[src/rtl/cp0_timer_ctrl_pkg.sv]
// Shared CP0 definitions: register numbers, exception codes, field positions and read-word packers.
// Used by cp0_timer_ctrl and cp0_count_compare; the timer is gated by the CP0_TIMER_EN macro.
package cp0_timer_ctrl_pkg;

    localparam logic [4:0] CP0_REG_BADVADDR = 5'd8;
    localparam logic [4:0] CP0_REG_COUNT    = 5'd9;
    localparam logic [4:0] CP0_REG_COMPARE  = 5'd11;
    localparam logic [4:0] CP0_REG_SR       = 5'd12;
    localparam logic [4:0] CP0_REG_CAUSE    = 5'd13;
    localparam logic [4:0] CP0_REG_EPC      = 5'd14;
    localparam logic [4:0] CP0_REG_PRID     = 5'd15;

    localparam logic [4:0] EXC_INT  = 5'd0;
    localparam logic [4:0] EXC_ADEL = 5'd4;
    localparam logic [4:0] EXC_ADES = 5'd5;
    localparam logic [4:0] EXC_SYS  = 5'd8;
    localparam logic [4:0] EXC_BP   = 5'd9;
    localparam logic [4:0] EXC_RI   = 5'd10;
    localparam logic [4:0] EXC_OV   = 5'd12;
    // Code 31 is unused by the architecture, so it doubles as "no exception".
    localparam logic [4:0] EXC_NONE = 5'd31;

    localparam int SR_IE        = 0;
    localparam int SR_EXL       = 1;
    localparam int SR_IM_LO     = 8;
    localparam int CAUSE_BD     = 31;
    localparam int CAUSE_TI     = 30;
    localparam int CAUSE_IP_LO  = 8;
    localparam int CAUSE_EXC_LO = 2;

    localparam logic [31:0] PRID_DEFAULT = 32'h0000_0200;

    function automatic logic [31:0] sr_word(input logic ie, input logic exl, input logic [7:0] im);
        return {16'd0, im, 6'd0, exl, ie};
    endfunction

    function automatic logic [31:0] cause_word(input logic bd, input logic ti,
                                               input logic [7:0] ip, input logic [4:0] code);
        return {bd, ti, 14'd0, ip, 1'b0, code, 2'b00};
    endfunction

endpackage

[src/rtl/cp0_timer_ctrl_count_compare.sv]
// Count/Compare timer: prescaler, free-running Count, Compare and the sticky TI flag.
// Instantiated by cp0_timer_ctrl only when CP0_TIMER_EN is defined.
module cp0_count_compare
    import cp0_timer_ctrl_pkg::*;
#(
    parameter int COUNT_DIV = 2
) (
    input  logic        clk,
    input  logic        rst,
    input  logic        wr_count,
    input  logic        wr_compare,
    input  logic [31:0] wr_data,
    output logic [31:0] count,
    output logic [31:0] compare,
    output logic        ti
);
    localparam int PW = (COUNT_DIV > 1) ? $clog2(COUNT_DIV) : 1;

    logic [PW-1:0] presc;
    logic          tick;
    logic          match_pend;

    assign tick = (presc == PW'(COUNT_DIV - 1));

    // An equality reached by an increment raises TI one cycle later; writes never raise it.
    always_ff @(posedge clk or posedge rst) begin
        if (rst) begin
            presc      <= '0;
            count      <= '0;
            compare    <= 32'hFFFF_FFFF;
            ti         <= 1'b0;
            match_pend <= 1'b0;
        end else begin
            if (wr_count) begin
                count <= wr_data;
                presc <= '0;
            end else if (tick) begin
                count <= count + 32'd1;
                presc <= '0;
            end else begin
                presc <= presc + PW'(1);
            end

            if (wr_compare) begin
                compare    <= wr_data;
                ti         <= 1'b0;
                match_pend <= 1'b0;
            end else begin
                match_pend <= tick && !wr_count && ((count + 32'd1) == compare);
                if (match_pend)
                    ti <= 1'b1;
            end
        end
    end

endmodule

[src/rtl/cp0_timer_ctrl.sv]
// Coprocessor-0 beside the M stage: SR/Cause/EPC/PRId/BadVAddr, interrupt/exception entry.
// Define CP0_TIMER_EN to include the Count/Compare timer; otherwise regs 9/11 read 0 and TI is 0.
module cp0_timer_ctrl
    import cp0_timer_ctrl_pkg::*;
#(
    parameter int          NUM_HWIRQ = 6,
    parameter int          COUNT_DIV = 2,
    parameter logic [31:0] PRID_VAL  = PRID_DEFAULT
) (
    input  logic                 clk,
    input  logic                 rst,
    input  logic [4:0]           addr,
    input  logic                 write_enable,
    input  logic [31:0]          write_data,
    input  logic                 exit_isr,
    input  logic                 in_bds,
    input  logic [NUM_HWIRQ-1:0] hwirq,
    input  logic [4:0]           exc,
    input  logic [31:0]          curr_pc,
    input  logic [31:0]          bad_vaddr,
    output logic [31:0]          read_result,
    output logic [31:0]          epc,
    output logic                 have2handle,
    output logic                 timer_irq
);
    logic        sr_ie, sr_exl, cause_bd;
    logic [7:0]  sr_im;
    logic [1:0]  sw_ip;
    logic [4:0]  exc_code;
    logic [31:0] epc_q, badvaddr_q;
    logic [31:0] count, compare;
    logic        ti;
    logic [5:0]  hw_ip;
    logic [7:0]  ip;
    logic        have_irq, have_exc, mtc0;
    logic        unused_pc_bits;

    if (NUM_HWIRQ < 1 || NUM_HWIRQ > 6 || COUNT_DIV < 1) begin : g_param_check
        $error("cp0_timer_ctrl: NUM_HWIRQ or COUNT_DIV out of range");
    end

    always_comb begin
        hw_ip = '0;
        hw_ip[NUM_HWIRQ-1:0] = hwirq;
    end

    // IP[15] is shared between the last hardware line and the timer.
    assign ip          = {hw_ip[5] | ti, hw_ip[4:0], sw_ip};
    assign have_irq    = (|(ip & sr_im)) & sr_ie & ~sr_exl;
    assign have_exc    = (exc != EXC_NONE) & ~sr_exl;
    assign have2handle = have_irq | have_exc;
    assign mtc0        = write_enable & ~have2handle;
    assign epc         = epc_q;
    assign timer_irq   = ti;
    assign unused_pc_bits = ^curr_pc[1:0];

`ifdef CP0_TIMER_EN
    cp0_count_compare #(.COUNT_DIV(COUNT_DIV)) u_count_compare (
        .clk        (clk),
        .rst        (rst),
        .wr_count   (mtc0 && (addr == CP0_REG_COUNT)),
        .wr_compare (mtc0 && (addr == CP0_REG_COMPARE)),
        .wr_data    (write_data),
        .count      (count),
        .compare    (compare),
        .ti         (ti)
    );
`else
    assign count   = '0;
    assign compare = '0;
    assign ti      = 1'b0;
`endif

    always_comb begin
        read_result = '0;
        case (addr)
            CP0_REG_BADVADDR: read_result = badvaddr_q;
            CP0_REG_COUNT:    read_result = count;
            CP0_REG_COMPARE:  read_result = compare;
            CP0_REG_SR:       read_result = sr_word(sr_ie, sr_exl, sr_im);
            CP0_REG_CAUSE:    read_result = cause_word(cause_bd, ti, ip, exc_code);
            CP0_REG_EPC:      read_result = epc_q;
            CP0_REG_PRID:     read_result = PRID_VAL;
            default:          read_result = '0;
        endcase
    end

    // Exception entry outranks mtc0, which outranks eret.
    always_ff @(posedge clk or posedge rst) begin
        if (rst) begin
            sr_ie      <= 1'b0;
            sr_exl     <= 1'b0;
            sr_im      <= '0;
            cause_bd   <= 1'b0;
            sw_ip      <= '0;
            exc_code   <= '0;
            epc_q      <= '0;
            badvaddr_q <= '0;
        end else if (have2handle) begin
            sr_exl   <= 1'b1;
            cause_bd <= in_bds;
            epc_q    <= {curr_pc[31:2], 2'b00} - (in_bds ? 32'd4 : 32'd0);
            exc_code <= have_irq ? EXC_INT : exc;
            if (!have_irq && (exc == EXC_ADEL || exc == EXC_ADES))
                badvaddr_q <= bad_vaddr;
        end else if (mtc0) begin
            case (addr)
                CP0_REG_SR: begin
                    sr_ie  <= write_data[SR_IE];
                    sr_exl <= write_data[SR_EXL];
                    sr_im  <= write_data[SR_IM_LO +: 8];
                end
                CP0_REG_CAUSE: sw_ip <= write_data[CAUSE_IP_LO +: 2];
                CP0_REG_EPC:   epc_q <= write_data;
                default: ;
            endcase
        end else if (exit_isr) begin
            sr_exl <= 1'b0;
        end
    end

endmodule

[config.mk]
export PLATFORM = sky130hd
export DESIGN_NAME = cp0_timer_ctrl
export DESIGN_NICKNAME = d
export VERILOG_FILES = /design/src/rtl/cp0_timer_ctrl_pkg.sv /design/src/rtl/cp0_timer_ctrl_count_compare.sv /design/src/rtl/cp0_timer_ctrl.sv
export SDC_FILE = /design/constraint.sdc
export NUM_CORES = 1
export LEC_CHECK = 0
export ABC_AREA = 1
export CORE_MARGIN = 10
export CORE_UTILIZATION = 40
export CTS_CLUSTER_SIZE = 25
export DETAILED_ROUTE_END_ITERATION = 16
export HOLD_SLACK_MARGIN = 0.1
export PLACE_DENSITY = 0.84
export SLEW_MARGIN = 20
export SYNTH_ARGS = -nofsm -noshare
export SYNTH_HDL_FRONTEND = slang
export SYNTH_SLANG_ARGS = --single-unit
[constraint.sdc]
create_clock -name clk -period 7.3 [get_ports clk]
set_clock_uncertainty 0.05 [all_clocks]
set_input_delay 0.73 -clock clk [delete_from_list [all_inputs] [get_ports clk]]
set_output_delay 0.73 -clock clk [all_outputs]
set_load 0.005 [all_outputs]
After elaboration in Yosys (flattened, before gate mapping)

Index checks and enable logic that the tools add are counted.

Register bits: 82
Word-level logic and storage cells: 48
Output and inout bits: 66
Input port bits: 117

$add $sub $neg: 1
Bitwise gates (word level): 8
Reduce and logical (&&, ||, !) cells: 12
Equality and inequality tests: 9
Mux-type cells: 10

Operators by type and width:

| kind                 | number |
|---|---|
| $pmux W32 S5         | 1 |
| $mux W32             | 3 |
| $sub A32 B3 Y32      | 1 |
| $eq A5 B4 Y1 const B | 5 |
| $eq A5 B3 Y1 const B | 2 |
| $and A8 B8 Y8        | 1 |
| $reduce_or A8 Y1     | 1 |
| $reduce_and A2 Y1    | 3 |
| $reduce_and A3 Y1    | 2 |
| $mux W5              | 1 |
| $ne A5 B5 Y1 const B | 1 |
| $and A1 B1 Y1        | 4 |
| $mux W1              | 4 |
| $reduce_bool A2 Y1   | 2 |
| $mux W3              | 1 |
| $ne A3 B2 Y1 const B | 1 |
| $reduce_bool A3 Y1   | 1 |
| $not A1 Y1           | 2 |
| $logic_and A1 B1 Y1  | 1 |
| $logic_not A1 Y1     | 1 |
| $logic_or A1 B1 Y1   | 1 |
| $or A1 B1 Y1         | 1 |

Logic depth before layout (Yosys ltp)

Gate-level depths: netlist (run 1).

Word-level depth: 9
Depth in mapped cells: 11
Depth with buffers taken out: 11

Least setup slack after synthesis (run 1)

No wires, ideal clock.

Path kind: input to output
From: input addr[4]
To: output read_result[10]
Slack: 4909 ps
Stages: 6
Buffers on the path: 1
Arrival time: 1611 ps
Required time: 6520 ps
Path through: inv_1 > nand3_1 > nor3_1 > clkbuf_1 > nand2_1 > nand4_1

Word-level cells in the longest chain between the ends: 2
Elaborated cells between the ends (all ways): 6
Classes of those cells: eq/ne: 5; mux: 1

Ends and longest elaborated chain:

| element         | RTL line             | text |
|---|---|---|
| start, declared | cp0_timer_ctrl.sv:12 | `input logic [4:0] addr,` |
| $eq A5 B4 Y1    | cp0_timer_ctrl.sv:76 | `case (addr)` |
| $pmux W32 S5 *  | cp0_timer_ctrl.sv:76 |  |
| end, declared   | cp0_timer_ctrl.sv:21 | `output logic [31:0] read_result,` |

Mark *: on every way between the ends. The rest lies on a longest branch, timed or not.

Worst setup path after layout (run 1)

From: input addr[3]
To: output read_result[4]

The elaborated chain is that of the path after synthesis.

==> results of run 1 <==
==> cells by family (layout without fill, tap and decap cells) <==
| family | Yosys count | in the layout |
|---|---|---|
| AND/OR/NAND/NOR | 440 | 440 |
| buffers and inverters | 131 | 303 |
| AO/OA/AOI/OAI | 104 | 104 |
| flip-flops | 82 | 82 |
| XOR/XNOR | 5 | 5 |
| adder cells (fa/ha/maj) | 2 | 2 |
| other | 1 | 2 |
==> power by group through the flow <==
stage                     Clock [W]  Sequential, W  Combinational [W]
after global placement            0       0.000828           0.000785
after detailed placement          0       0.000831           0.000805
after floorplan                   0       0.000778           0.000414
final                      0.000436       0.000831           0.000799
after CTS                  0.000444       0.000827           0.000808
after global routing       0.000457       0.000853           0.000900
==> final cells by class <==
type / instances / area share (%)
antenna: 1 / 0.0343
clock buffer: 14 / 3.89
clock inverter: 1 / 0.103
inverter: 103 / 5.32
multi-input combinational: 552 / 34.3
sequential: 82 / 28.1
tap: 172 / 2.95
timing repair buffer: 185 / 25.2
==> metal layers <==
| metal | part of all wire, % | up-vias | global-route usage [%] |
|---|---|---|---|
| li1 | - | 2756 | - |
| met1 | 46 | 2509 | 25.9 |
| met2 | 45 | 182 | 30.9 |
| met3 | 6.6 | 23 | 4.35 |
| met4 | 2.0 | 2 | 7.95 |
| met5 | 0.074 | - | 0 |
==> path summary, 6_finish.rpt <==
| check | slack, ps | depth (start not counted) | to | start |
|---|---|---|---|---|
| min in group asynchronous | 860 | 3 | badvaddr_q[16] | rst |
| setup / recovery | 3320 | 8 | read_result[4] | addr[3] |
| max in group asynchronous | 5810 | 3 | epc[1] | rst |
| hold reg to reg | 440 | 2 | badvaddr_q[14] | badvaddr_q[14] |
| setup reg to reg | 4870 | 10 | epc[28] | sr_im[7] |
| hold / removal | 440 | 2 | badvaddr_q[14] | badvaddr_q[14] |
==> stage by stage <==
stage,cell area [sq um],utilization (%),instances,hold WS [ps]
4_1_cts,7290,58.2,1109,442
2_1_floorplan,5080,-,765,403
6_report,7290,58.3,1110,441
3_5_place_dp,6990,55.9,1094,428
5_1_grt,7290,58.3,1110,454
3_3_place_gp,6990,55.9,1094,419
==> cells in the final DEF (no fill, tap or decap), types with 7 or more instances in the layout <==
master | synthesis | final
sky130_fd_sc_hd__nand4_1 | 18 | 18
sky130_fd_sc_hd__o21ai_0 | 64 | 64
sky130_fd_sc_hd__a22o_1 | 16 | 16
sky130_fd_sc_hd__nor2_1 | 75 | 75
sky130_fd_sc_hd__clkdlybuf4s50_1 | 0 | 179
sky130_fd_sc_hd__inv_1 | 100 | 99
sky130_fd_sc_hd__clkbuf_16 | 0 | 9
sky130_fd_sc_hd__a21oi_1 | 7 | 7
sky130_fd_sc_hd__dfrtp_1 | 82 | 82
sky130_fd_sc_hd__nand3_1 | 53 | 53
sky130_fd_sc_hd__nand2_1 | 283 | 283
==> registers in the layout (all words and copies together), names as in the netlist <==
signal and cells:
epc 32, badvaddr_q 32, sr_im 8, sr_exl 1
exc_code 5, sw_ip 2, cause_bd 1, sr_ie 1
==> worst reg2reg max path: cells and delay by family (launching register included) <==
family | cells | cell delay (ps)
simple gates | 8 | 1040
buf+inv | 1 | 570
flops | 1 | 410
compound gates | 1 | 270
==> implementation parameters, run 1 <==
Parameter                              Value

Layout
  Area of all sequential standard cells ... ~2100 sq um
  Area taken by multi-input logic gates ... between 2000 and 3000 sq um
  Area growth syn-to-layout ... 43.5%
  Number of fill cells ... approximately 1,200
  Fin nets ... 1,052
  Proportion of layout cells with a drive suffix above 1 ... between 3 and 4%

STA
  Share of the clock period used by the worst path after layout ... between 50% and 60%
  Setup-failing EPs final ... 0
  Final slew viol count ... 0
  Max-slew headroom at the worst pin ... between 20% and 30%
  TNS Setup ... 0 ps
  Number of hold violations in the final report ... 0
  Pin slew with the least headroom to its limit ... approximately 1100 ps
  RSZ-0062 raised after global routing ... false
  Final critical path time including I/O delays and setup ... around 4000 ps
  Fmax ... approximately 250 MHz
  Setup WS post-layout ... 3320 ps

Clock tree
  Post-cts gate resize count ... 0
  Cts bufs inserted ... 9
  TritonCTS clock tree ... built
  Clock root buffer ... sky130_fd_sc_hd__clkbuf_16
  Later-pin clock latency in the skew report ... 340 ps
  Number of levels in the clock H-tree ... 3
  Count of hold-fix buffers inserted at cts ... 0
  Count of clock tree sinks ... 82
  Clock-pin slew on the worst setup and hold paths ... about 60 ps
  Total setup buffers inserted after CTS ... 0
  Clock tree buffer depth ... 2

Floorplan
  Die Span X ... 133 um
  Count of standard-cell rows ... 41
  DIE HEIGHT ... 133 um
  Area of the die ... approximately 18,000 sq um
  Initial core utilization ... 40.6%
  Num ports ... ~180
  Standard cell core area ... 12,500 sq um

Worst setup path
  Data arrival, critical path ... roughly 3200 ps
  Critical path class ... input port to primary output
  Maximum fanout along the worst path ... 31
  Number of buffer and inverter stages on the critical path ... 3
  Slowest cell on crit path ... sky130_fd_sc_hd__inv_1
  Critical path capture point type ... primary output
  Cell Chain, Critical Path ... clkdlybuf4s50_1 > nand3_1 > nor2_1 > nand2_1 > inv_1 > nand2_1 > o211ai_1 > clkdlybuf4s50_1
  Largest delay share family, worst path ... buffers and inverters
  Data required time of the critical path ... 6520 ps
  Critical Path Source Type ... input port
  Largest stage delay on the critical path ... ~800 ps

Logic synthesis
  Cell types occupying the most area after synthesis ... sky130_fd_sc_hd__dfrtp_1, sky130_fd_sc_hd__nand2_1, sky130_fd_sc_hd__inv_1
  Fraction of synthesized area in multiplexers ... 0%
  FF+latch count, synth ... 82
  Count of flip-flops with a built-in enable after synthesis ... 0
  Dominant register cell in the synthesized netlist ... sky130_fd_sc_hd__dfrtp_1
  Number of instances in the synthesized netlist ... 765
  Area of the mapped netlist ... about 5000 sq um
  Dominant combinational cell family by area after synthesis ... simple AND/OR/NAND/NOR gates
  Share of Yosys cell area claimed by the top area cell type ... roughly two fifths
  XOR/XNOR share of the synthesized area ... less than 1%
  Post-synth cell types ... 33
  Leading area contributor after synthesis ... sky130_fd_sc_hd__dfrtp_1
  Synth top cells by count ... sky130_fd_sc_hd__nand2_1, sky130_fd_sc_hd__inv_1, sky130_fd_sc_hd__dfrtp_1
  Async SR Flop Fraction ... between 90% and 100%
  Simple logic cell fraction of the synthesized area ... a little over a third
  Number of warnings issued by yosys ... 0
  Arithmetic-cell share of the synthesized area counting full adders, half adders and majority gates ... less than 1%
  Post-Syn Area per Cell ... about 6.6 sq um
  Nets in the synthesized netlist ... 884
  Seq/Total Area, Yosys ... roughly two fifths
  Fraction of the mapped netlist area in compound gates ... roughly an eighth
  Library cell with the highest instance count after synthesis ... sky130_fd_sc_hd__nand2_1

Route
  Number of iterations in the first detailed-routing pass ... 6
  Total via count in the routed design ... 5,472
  Starting DRT DRC Count ... between 300 and 400
  Total wire length after detailed routing ... roughly 18,000 um
  Total DRC errors in the routed layout ... 0
  Number of nets with antenna violations after detailed routing ... 0
  Routed wire length per instance ... between 15 and 20 um
  Via-per-instance ratio ... 4.93

Place
  Worst setup slack before clock tree synthesis ... approximately 3400 ps
  Half-perimeter wire length after placement ... about 14,000 um
  GPL Wtd Cong ... 0.953
  Number of I/O port buffers ... 179

GRT
  Antenna violations before repair ... 2
  Total global routing overflow ... 0
  Wire length of the first global-routing pass ... about 28,000 um
  Vias in the first global route ... 5,323
  Overall Global Routing Usage ... about a fifth
  Largest net degree at the start of global routing ... 83

Job
  Maximum capacitance violations ... 0

Power and ir drop
  Switching component of the power ... 0.000761 W
  Sequential group share of total power ... about two fifths
  Total chip power ... 0.00207 W
  Peak supply drop ... 0.000152 V
  Internal power ... approximately 0.0013 W
  Gate power share ... 38.7%
  Switching share of power ... a little under two fifths
  Clock power share ... between 20% and 30%
  Power Dens Cells ... approximately 280 nW/um^2
  Leakage component of the power ... 3.51 nW

Run status
  Status ... finished, final reports clean

Min path
  Worst hold path type ... flop to flop
Power figures use the tool's default switching activity.
==> inputs of run 2 (changes only) <==
Settings changed: PLACE_DENSITY 0.84 to 0.87.
Clock period 7.3 ns to 3.3 ns, I/O delays scaled along.
==> run 2 against run 1 <==
Effect of this change:
- wire length up 0.59%
- first-iteration DRC count up 25%
- flip-flop and latch count unchanged
- non-clock buffer count up 5
- clock power up 130%
- largest power group is now combinational logic
- sequential power up 120%
- hold slack worse by 100 ps
- largest cell class unchanged
==> implementation parameters, run 2 (synthesis results as in run 1) <==
Parameter                              Value

Run status
  Status ... finished, final reports clean

Clock tree
  Clock-pin slew on the worst setup and hold paths ... ~60 ps
  Count of clock tree sinks ... ~80
  Total setup buffers inserted after CTS ... 0
  Post-cts gate resize count ... 0
  Later-pin clock latency in the skew report ... approximately 330 ps
  Number of levels in the clock H-tree ... 3
  Clock root buffer ... sky130_fd_sc_hd__clkbuf_16
  Count of hold-fix buffers inserted at cts ... 0
  TritonCTS clock tree ... built
  Clock tree buffer depth ... 2
  Cts bufs inserted ... 9

Place
  GPL Wtd Cong ... approximately 0.93
  Half-perimeter wire length after placement ... about 14,000 um
  Number of I/O port buffers ... 179

Route
  Total DRC errors in the routed layout ... 0
  Number of nets with antenna violations after detailed routing ... 0
  Total wire length after detailed routing ... 17,800 um
  Routed wire length per instance ... around 16 um
  Total via count in the routed design ... 5,646
  Number of iterations in the first detailed-routing pass ... 5
  Starting DRT DRC Count ... between 400 and 500
  Via-per-instance ratio ... just over 5

STA
  TNS Setup ... 0 ps
  Number of hold violations in the final report ... 0
  Final slew viol count ... 0
  Max-slew headroom at the worst pin ... between 60% and 70%
  Setup-failing EPs final ... 0
  Pin slew with the least headroom to its limit ... 552 ps
  Final critical path time including I/O delays and setup ... between 2000 and 3000 ps
  Fmax ... roughly 370 MHz
  RSZ-0062 raised after global routing ... false
  Share of the clock period used by the worst path after layout ... between 80% and 90%

Floorplan
  DIE HEIGHT ... ~130 um
  Standard cell core area ... 12,500 sq um
  Num ports ... roughly 180
  Area of the die ... roughly 18,000 sq um
  Count of standard-cell rows ... 41
  Initial core utilization ... between 40% and 50%
  Die Span X ... roughly 130 um

Layout
  Area growth syn-to-layout ... 45.2%
  Most common library cell in the layout ignoring fill and taps ... sky130_fd_sc_hd__nand2_1
  Proportion of layout cells with a drive suffix above 1 ... 3.72%
  Final core area utilization ... approximately 60%
  Number of fill cells ... 1,180
  Fin nets ... ~1,100
  Most frequent cells in the layout ... sky130_fd_sc_hd__nand2_1, sky130_fd_sc_hd__clkdlybuf4s50_1, sky130_fd_sc_hd__inv_1

GRT
  Antenna violations before repair ... 1
  Total global routing overflow ... 0
  Largest net degree at the start of global routing ... 83
  Overall Global Routing Usage ... about a fifth
  Wire length of the first global-routing pass ... 28,400 um
  Vias in the first global route ... 5,417

Worst setup path
  Maximum fanout along the worst path ... 23
  Critical Path Source Type ... input port
  Data required time of the critical path ... slightly below 3000 ps
  Critical path capture point type ... primary output
  Data arrival, critical path ... between 2000 and 2500 ps
  Critical path class ... input port to primary output

Job
  Maximum capacitance violations ... 0

Power and ir drop
  Leakage component of the power ... about 3.6 nW
  Peak supply drop ... 0.000327 V
  Power Dens Cells ... about 630 nW/um^2
  Total chip power ... around 0.0047 W

Min path
  Worst hold path type ... input port to async pin
-- run 2: cell count changes in the layout (fill, tap and decap cells not counted) --
| cell | previous run | this run |
|---|---|---|
| sky130_fd_sc_hd__buf_12 | 0 | 3 |
| sky130_fd_sc_hd__clkbuf_8 | 4 | 3 |
| sky130_fd_sc_hd__bufinv_16 | 0 | 1 |
| sky130_fd_sc_hd__buf_4 | 5 | 8 |
| sky130_fd_sc_hd__clkinvlp_4 | 1 | 0 |
| sky130_fd_sc_hd__clkinv_2 | 1 | 2 |
| sky130_fd_sc_hd__buf_6 | 1 | 0 |
-- run 2: layer usage --
layer / track usage (%) / vias up / part of all wire (%)
met5: 0 / - / 0.073
met4: 6.48 / 2 / 1.9
met3: 4.73 / 24 / 8.1
met2: 31.5 / 238 / 45
met1: 26.0 / 2608 / 44
li1: - / 2774 / -
-- run 2: path summary, 6_finish.rpt --
check	from	end	slack, ps	cells after the start
setup / recovery	addr[2]	read_result[14]	580	9
hold / removal	rst	badvaddr_q[16]	340	3
setup reg to reg	sr_im[7]	epc[31]	1230	11
hold reg to reg	badvaddr_q[9]	badvaddr_q[9]	430	2
max in group asynchronous	rst	badvaddr_q[12]	2500	3
min in group clk	badvaddr_q[9]	badvaddr_q[9]	430	2
-- run 2: power breakdown --
group	internal (W)	switching [W]
Combinational	0.000884	0.000948
Clock	0.000643	0.000377
Sequential	0.00146	0.000363
-- run 2: through the flow --
stage	hold WS, ps	cells	setup slack (ps)	cell area, sq um
after CTS	378	1114	578	7370
after global routing	399	1114	409	7370
after floorplan	390	765	812	5080
final	340	1115	581	7380
after global placement	418	1099	607	7070
after detailed placement	425	1099	577	7070
-- run 2: area by class of cell --
| class | count | area (sq um) | area share (%) |
|---|---|---|---|
| diodes | 1 | 2.50 | 0.0339 |
| clock buffers | 13 | 270 | 3.66 |
| clock inverters | 2 | 35.0 | 0.475 |
| inverters | 103 | 388 | 5.26 |
| multi-input cells | 552 | 2500 | 33.9 |
| flip-flops and latches | 82 | 2050 | 27.8 |
| well taps | 172 | 215 | 2.92 |
| repair buffers | 190 | 1910 | 25.9 |
-- run 2: critical path, stage by stage --
cell and delay (ps):
sky130_fd_sc_hd__clkdlybuf4s50_1 500, sky130_fd_sc_hd__nand3_1 100, sky130_fd_sc_hd__nor2_1 120, sky130_fd_sc_hd__nand2_1 130
sky130_fd_sc_hd__inv_1 260, sky130_fd_sc_hd__buf_12 210, sky130_fd_sc_hd__nand2_1 70, sky130_fd_sc_hd__nand4_1 80
sky130_fd_sc_hd__clkdlybuf4s50_1 520
==> inputs of run 3 (changes only) <==
Settings changed: PLACE_DENSITY 0.87 to 0.84.
Clock period 3.3 ns to 2.67 ns, I/O delays scaled along.
==> run 3 against run 2 <==
Effect of this change:
- first-iteration DRC count decreased by 16%
- critical path depth unchanged
- total power increased by 24%
- non-clock buffer count increased by 5
- hold slack got worse by 120 ps
- register-to-register slack got worse by 450 ps
- clock power increased by 24%
- global-route usage about the same
- highest routed layer unchanged
==> implementation parameters, run 3 (synthesis results as in run 1) <==
Parameter                              Value

STA
  Fmax ... around 410 MHz
  Setup WS post-layout ... 242 ps
  Final critical path time including I/O delays and setup ... approximately 2400 ps
  Share of the clock period used by the worst path after layout ... about nine tenths
  TNS Setup ... 0 ps
  Setup-failing EPs final ... 0
  Number of hold violations in the final report ... 0
  RSZ-0062 raised after global routing ... false
  Final slew viol count ... 0

Place
  Half-perimeter wire length after placement ... 14,500 um
  Number of cells in the design after placement ... 1,104
  GPL Wtd Cong ... between 0.9 and 1
  Worst setup slack before clock tree synthesis ... about 250 ps
  Number of I/O port buffers ... between 150 and 200
  Placement Cell Area ... 7130 sq um

Worst setup path
  Data required time of the critical path ... roughly 2400 ps
  Largest delay share family, worst path ... buffers and inverters
  Maximum fanout along the worst path ... 8
  Critical Path Source Type ... input port
  Number of buffer and inverter stages on the critical path ... 4
  Critical path class ... input port to primary output
  Slowest cell on crit path ... sky130_fd_sc_hd__clkdlybuf4s50_1
  Cell Chain, Critical Path ... clkdlybuf4s50_1 > nand3_1 > nor2_1 > nand2_1 > inv_1 > buf_4 > nand2_1 > nand3_1 > clkdlybuf4s50_1
  Data arrival, critical path ... roughly 2100 ps
  Largest stage delay on the critical path ... ~500 ps
  Critical path capture point type ... primary output

Clock tree
  Clock-pin slew on the worst setup and hold paths ... 60 ps
  Clock tree buffer depth ... 2
  Post-cts gate resize count ... 0
  Cts bufs inserted ... 9
  TritonCTS clock tree ... built
  Count of clock tree sinks ... 82
  Count of hold-fix buffers inserted at cts ... 0
  Later-pin clock latency in the skew report ... about 340 ps
  Number of levels in the clock H-tree ... 3
  Clock root buffer ... sky130_fd_sc_hd__clkbuf_16
  Total setup buffers inserted after CTS ... 0

GRT
  Vias in the first global route ... ~5,300
  Largest net degree at the start of global routing ... 65
  Wire length of the first global-routing pass ... around 28,000 um
  Overall Global Routing Usage ... 19.9%
  Total global routing overflow ... 0
  Antenna violations before repair ... 2

Layout
  Most frequent cells in the layout ... sky130_fd_sc_hd__nand2_1, sky130_fd_sc_hd__clkdlybuf4s50_1, sky130_fd_sc_hd__inv_1
  Area growth syn-to-layout ... 46.5%
  Post-route cell area ... ~7400 sq um
  Fin nets ... roughly 1,100
  Most common library cell in the layout ignoring fill and taps ... sky130_fd_sc_hd__nand2_1
  Proportion of layout cells with a drive suffix above 1 ... between 4 and 5%
  Final cell count without fillers ... approximately 1,100

Route
  Total via count in the routed design ... roughly 5,600
  Number of iterations in the first detailed-routing pass ... 8
  Starting DRT DRC Count ... roughly 400
  Via-per-instance ratio ... approximately 5.0
  Number of nets with antenna violations after detailed routing ... 0
  Routed wire length per instance ... 16.0 um
  Total wire length after detailed routing ... 17,900 um
  Total DRC errors in the routed layout ... 0

Power and ir drop
  Power Dens Cells ... ~780 nW/um^2
  Leakage component of the power ... about 3.6 nW
  Total chip power ... around 0.0058 W
  Peak supply drop ... about 0.00038 V

Run status
  Status ... finished, final reports clean

Job
  Maximum capacitance violations ... 0

Min path
  Worst hold path type ... input port to async pin

Floorplan
  Num ports ... roughly 180
  Initial core utilization ... about two fifths
  Standard cell core area ... 12,500 sq um
  Count of standard-cell rows ... 41
  Die Span X ... between 100 and 150 um
  Area of the die ... 17,600 sq um
  DIE HEIGHT ... about 130 um
==> run 3: final cells by class <==
type | instances | area (sq um)
Fill cell | 1196 | 5080
Multi-Input combinational cell | 552 | 2500
Sequential cell | 82 | 2050
Timing Repair Buffer | 195 | 1970
Inverter | 103 | 388
Clock buffer | 11 | 253
Tap cell | 172 | 215
Clock inverter | 5 | 52.6
Antenna cell | 1 | 2.50
==> run 3: layer usage <==
metal  track usage (%)  up-vias  wire length, um
li1                  -     2780                -
met1              25.5     2532             7740
met2              30.7      229             8190
met3              6.32       33             1520
met4              7.03        2              461
met5                 0        -               13
==> run 3: power breakdown <==
group	switching (W)	leakage (nW)	total (W)	internal (W)
logic	0.00115	2.43	0.00226	0.00112
registers	0.000474	1.01	0.00227	0.00180
clock network	0.000490	0.151	0.00126	0.000770
==> run 3: worst paths after layout <==
kind | from | end | slack, ps | depth (start not counted)
min in group clk | bad_vaddr[4] | badvaddr_q[4] | 420 | 3
hold / removal | rst | badvaddr_q[21] | 230 | 2
setup reg to reg | sr_im[7] | sr_im[2] | 780 | 9
max in group asynchronous | rst | exc_code[2] | 1700 | 3
setup / recovery | addr[2] | read_result[5] | 240 | 9
hold reg to reg | badvaddr_q[13] | badvaddr_q[13] | 440 | 2
==> run 3: stage by stage <==
| stage | utilization [%] | hold slack, ps |
|---|---|---|
| floorplan | - | 327 |
| global route | 59.4 | 282 |
| global placement | 57.0 | 418 |
| finish | 59.4 | 225 |
| CTS | 59.4 | 236 |
| detailed placement | 57.0 | 425 |
